==> src/rtl/phy_tx_lane_sched.sv <==
// phy_tx_lane_sched: four-lane round-robin scheduler for the phy_tx output stage.
// Optional macro LANE_SCHED_TDM_EN selects strict time-division slots.
module phy_tx_lane_sched #(
  parameter int unsigned SYNC_COUNT = 4,
  parameter logic [7:0]  IDLE_SYM   = 8'hBC
) (
  input  logic       clk_4f,
  input  logic       reset,
  input  logic       enable,
  input  logic [7:0] data_in_0,
  input  logic [7:0] data_in_1,
  input  logic [7:0] data_in_2,
  input  logic [7:0] data_in_3,
  input  logic       valid_in_0,
  input  logic       valid_in_1,
  input  logic       valid_in_2,
  input  logic       valid_in_3,
  output logic [3:0] grant,
  output logic [7:0] data_out,
  output logic       valid_out,
  output logic [1:0] lane_out,
  output logic [1:0] state_out
);

  localparam logic [1:0] ST_IDLE   = 2'd0;
  localparam logic [1:0] ST_SYNC   = 2'd1;
  localparam logic [1:0] ST_ACTIVE = 2'd2;
  localparam logic [3:0] SYNC_LAST = 4'(SYNC_COUNT - 1);

  logic [1:0] state;
  logic [1:0] rr_ptr;
  logic [3:0] sync_cnt;
  logic [3:0] valid_vec;
  logic [7:0] lane_data [4];
  logic       run;
  logic       pick_hit;
  logic [1:0] pick_idx;

  assign valid_vec = {valid_in_3, valid_in_2,
                      valid_in_1, valid_in_0};
  assign lane_data[0] = data_in_0;
  assign lane_data[1] = data_in_1;
  assign lane_data[2] = data_in_2;
  assign lane_data[3] = data_in_3;

  // Arbitration only runs in ACTIVE with enable high and no reset.
  assign run = (state == ST_ACTIVE) && enable && !reset;
  assign state_out = state;

`ifdef LANE_SCHED_TDM_EN
  // Only the slot owner may transmit in its slot.
  always_comb begin
    pick_idx = rr_ptr;
    pick_hit = valid_vec[rr_ptr];
  end
`else
  // First valid lane at or after the pointer wins.
  always_comb begin
    logic [1:0] cand;
    pick_hit = 1'b0;
    pick_idx = rr_ptr;
    cand     = rr_ptr;
    for (int k = 0; k < 4; k++) begin
      cand = rr_ptr + 2'(k);
      if (!pick_hit && valid_vec[cand]) begin
        pick_hit = 1'b1;
        pick_idx = cand;
      end
    end
  end
`endif

  // One-hot grant, suppressed outside a running ACTIVE cycle.
  always_comb begin
    grant = 4'b0000;
    if (run && pick_hit)
      grant = 4'b0001 << pick_idx;
  end

  // State machine, pointer and registered output word.
  always_ff @(posedge clk_4f) begin
    if (reset) begin
      state     <= ST_IDLE;
      rr_ptr    <= 2'd0;
      sync_cnt  <= 4'd0;
      data_out  <= IDLE_SYM;
      valid_out <= 1'b0;
      lane_out  <= 2'd0;
    end else if (!enable) begin
      state     <= ST_IDLE;
      data_out  <= IDLE_SYM;
      valid_out <= 1'b0;
    end else begin
      data_out  <= IDLE_SYM;
      valid_out <= 1'b0;
      unique case (1'b1)
        (state == ST_IDLE): begin
          state    <= ST_SYNC;
          sync_cnt <= 4'd0;
        end
        (state == ST_SYNC): begin
          sync_cnt <= sync_cnt + 4'd1;
          if (sync_cnt == SYNC_LAST)
            state <= ST_ACTIVE;
        end
        (state == ST_ACTIVE): begin
`ifdef LANE_SCHED_TDM_EN
          rr_ptr   <= rr_ptr + 2'd1;
          lane_out <= rr_ptr;
          if (pick_hit) begin
            data_out  <= lane_data[pick_idx];
            valid_out <= 1'b1;
          end
`else
          if (pick_hit) begin
            data_out  <= lane_data[pick_idx];
            valid_out <= 1'b1;
            lane_out  <= pick_idx;
            rr_ptr    <= pick_idx + 2'd1;
          end
`endif
        end
        default: state <= ST_IDLE;
      endcase
    end
  end

endmodule

==> config.mk <==
export PLATFORM = sky130hd
export DESIGN_NAME = phy_tx_lane_sched
export DESIGN_NICKNAME = d
export VERILOG_FILES = /design/src/rtl/phy_tx_lane_sched.sv
export SDC_FILE = /design/constraint.sdc
export NUM_CORES = 1
export LEC_CHECK = 0
export CAP_MARGIN = 20
export CORE_MARGIN = 2
export CORE_UTILIZATION = 34
export CTS_CLUSTER_DIAMETER = 40
export DETAILED_ROUTE_END_ITERATION = 8
export MAX_ROUTING_LAYER = met4
export PLACE_DENSITY = 0.77
export SETUP_SLACK_MARGIN = 0.05
export SLEW_MARGIN = 20
export SYNTH_ARGS = -nofsm -noshare
export SYNTH_HDL_FRONTEND = slang
export SYNTH_SLANG_ARGS = --single-unit
==> constraint.sdc <==
create_clock -name clk_4f -period 1.6 [get_ports clk_4f]
set_clock_uncertainty 0.05 [all_clocks]
set_input_delay 0.24 -clock clk_4f [delete_from_list [all_inputs] [get_ports clk_4f]]
set_output_delay 0.24 -clock clk_4f [all_outputs]
set_load 0.01 [all_outputs]
==> results of run 1 <==
==> area by class of cell <==
type / instances / area [um2] / area share
Clock buffer: 4 / 26.3 / 0.0137
Inverter: 5 / 21.3 / 0.0111
Multi-Input combinational cell: 85 / 663 / 0.345
Sequential cell: 19 / 390 / 0.203
Tap cell: 31 / 38.8 / 0.0202
Timing Repair Buffer: 84 / 783 / 0.407
==> worst max path at each step <==
stage,end,depth (start not counted)
2_1_floorplan,grant[0],6
6_report,grant[0],7
4_1_cts,grant[0],7
3_5_place_dp,grant[0],7
3_3_place_gp,grant[0],8
5_1_grt,grant[0],7
==> sequential cells by signal, summed over array words and instances (netlist names) <==
name       cells
data_out       8
lane_out       2
rr_ptr         2
state_out      2
sync_cnt       4
valid_out      1
==> metal layers <==
metal	wire length, um	global-route usage	part of all wire	vias up
met4	42	0.0565	0.013	0
met5	0	-	0	-
met3	282	0.0571	0.087	4
met2	1720	0.366	0.53	54
li1	-	-	-	573
met1	1200	0.219	0.37	528
==> repair_timing <==
action | CTS | global route
pin swaps | 12 | 6
setup buffers | 11 | 2
resized for setup | 57 | 17
endpoints found under the setup margin | 18 | 13
==> stage by stage <==
stage                     cell area [um2]  utilization  hold WS, ps  TNS [ps]  setup WS, ps
after floorplan                      1020            -          339     -22.7         -22.7
after global placement               1730        0.622          407     -8360          -893
after detailed placement             1730        0.622          411     -9530          -944
after CTS                            1870        0.673          425     -1520          -399
after global routing                 1920        0.691          443     -3000          -479
final                                1920        0.691          430     -2090          -384
==> placed cells by master, fill, tap and decap left out, types with 2 or more instances in the layout <==
cell             netlist  final
clkdlybuf4s50_1        0     45
buf_4                  2     19
dfxtp_1               19     15
mux2i_1               16     13
buf_6                  0     10
nor2_1                12      9
nand2_1                8      8
buf_2                  2      5
inv_1                  4      4
a21oi_1                6      4
nor2b_1                6      3
and2_4                 2      3
mux2i_2                0      3
a22oi_2                1      3
o22ai_1                3      3
clkbuf_4               0      3
nor2b_4                0      2
or2_4                  1      2
a21oi_2                0      2
o21ai_1                1      2
nor2_2                 0      2
a211oi_1               3      2
o21ai_0                4      2
a32oi_1                2      2
a22oi_1                4      2
dlygate4sd2_1          0      2
buf_8                  0      2
dfxtp_4                0      2
dfxtp_2                0      2
==> report_power, final <==
part / internal, mW / switching, mW / total (mW)
clock: 0.0974 / 0.154 / 0.252
sequential: 0.472 / 0.00251 / 0.475
combinational: 0.162 / 0.0894 / 0.251
==> logic make-up after synthesis <==
group / synth area share
AOI/OAI and AO/OA: 0.180
xor gates and xnor gates: 0.00871
adders and majority gates: 0.0124
buffers and inverters: 0.0460
DFF: 0.378
muxes: 0.159
and+or+nand+nor: 0.215
==> worst register-to-register path, delay by kind of cell (launching register included) <==
family                 cells  cell delay [ps]
AND/OR/NAND/NOR            2              260
flip-flops                 1              400
AO/OA/AOI/OAI              2              310
buffers and inverters      3              390
multiplexers               1              230
==> results by group, run 1 <==
Min path
  • Hold path depth: 2
  • Hold EP: lane_out[0]
  • Hold Crit Class: reg -> reg
  • Worst Hold Launch: lane_out[0]

Critical path
  • FF-to-FF End: data_out[2]
  • Worst setup EP type: primary output
  • Worst Reg-to-Reg Cells: 8
  • Crit start category: register
  • Setup CP Type: reg -> out
  • CP startpoint: state_out[1]
  • CP delay by family, top: simple AND/OR/NAND/NOR gates
  • Worst R2R Start: rr_ptr[0]
  • CP bufs+invs: 2
  • Critical Path Max Stage Delay: 360 ps
  • Slowest stage cell, crit path: dfxtp_4
  • CP Max Fanout: 3
  • Critical Path AT: 1690 ps
  • Cell-by-cell listing of the critical path: nor2b_4, nand3_2, or2_4, inv_4, or2b_1, nor2_2, buf_2
  • R2r setup slk: -160 ps
  • Worst Path Required: ~1300 ps

Floorplan
  • Core Area: ~0.0028 mm2
  • # rows: 19
  • Die area: 0.00341 mm2
  • # IOs: between 50 and 60
  • Die Span Y: 58.4 um
  • Initial Utilization: 0.362
  • Die X: 58.4 um

Timing
  • Worst-Margin Slew: 237 ps
  • Highest Clock Rate: about 500 MHz
  • RSZ-0062 raised after global routing: yes
  • Tcrit/Tclk final: 1.24
  • # setup viols final: 12
  • Slew HR: 0.842
  • Final hold violations: 0
  • Final setup margin: -384 ps
  • Final Slew Violations: 0
  • Tmin final: just under 2000 ps

Global routing
  • Initial antenna violation count: 0
  • Total GRT Usage: 0.204
  • First-pass GRT wire length: 5.15 mm
  • Vias in the first global route: about 1200
  • Largest net degree at the start of global routing: 11
  • Grt ovf: 0

Final layout
  • Layout Cells excl Fill: between 200 and 250
  • Area Overhead vs Synth: 91.2%
  • Final #Nets: 238
  • Layout cells sized above 1: 0.355
  • Fill cells: 208
  • Antenna diode count: 0

Synthesis
  • Ys flop type: dfxtp_1
  • Syn nets: 153
  • Distinct cells, synth: 35
  • Post-synthesis sequential area ratio: 0.378
  • Synth area leaders: dfxtp_1 38%, mux2i_1 16%, nor2_1 4.5%, nor2b_1 3.7%, a21oi_1 3.0%
  • Yosys top cell area share: 0.378
  • Async S/R FF share, synth: 0
  • Post-synth top area cell: dfxtp_1
  • EDFF count, synth: 0
  • Post-Synthesis Cells: 113
  • Post-synthesis register bit count: 19
  • Warnings, synthesis: 0
  • Cell Area, Synth: ~0.001 mm2
  • Post-synth top cells: 19 x dfxtp_1, 16 x mux2i_1, 12 x nor2_1, 8 x nand2_1
  • Top-count cell post-synth: dfxtp_1
  • Mean Syn Cell Area: approximately 9 um2

Clock tree
  • Root Buffer: clkbuf_4
  • Hold buffers post-CTS: 0
  • Clk buf depth: 2
  • Clock Sink Count: 19
  • CTS buffer count: 3
  • Clock tree from TritonCTS: done
  • Clock latency on the worst-skew pair: 310 ps
  • H-tree depth reported by CTS: 1
  • Clock Pin Slew Worst Setup and Hold Paths: 120 ps

Drt
  • DRT Pass-1 Iters: 4
  • ANT nets after route: 0
  • Wire per inst: 14.2 um
  • Mean number of vias per cell: 5.08
  • DRC: 0
  • Routed WL: about 3.2 mm
  • DRT iter0 DRCs: 65
  • Via count: between 1000 and 1500

Power
  • Total power: 0.978 mW
  • Max IR drop VDD: a little under 0.4 mV
  • P_leak: just under 0.8 nW
  • Pwr Density: slightly above 500 mW/mm2

Run
  • Max-capacitance violation count: 0

Placed design
  • DP Wirelength: 2.37 mm
  • Inst Count DP: 214
  • RePlAce Congestion: 0.848
  • Port Buf Inserts: 55

Run status
  • Status: finished with violations
  • Violated checks: negative setup slack
Power figures use the tool's default switching activity.
==> inputs of run 2 (changes only) <==
--- a/config.mk
+++ b/config.mk
@@ -9,6 +9,7 @@
 export CORE_MARGIN = 2
 export CORE_UTILIZATION = 34
 export CTS_CLUSTER_DIAMETER = 40
+export CTS_CLUSTER_SIZE = 10
 export DETAILED_ROUTE_END_ITERATION = 8
 export MAX_ROUTING_LAYER = met4
 export PLACE_DENSITY = 0.77
==> results of run 2 <==
The final DEF is identical to that of run 1; final timing and power are the same.
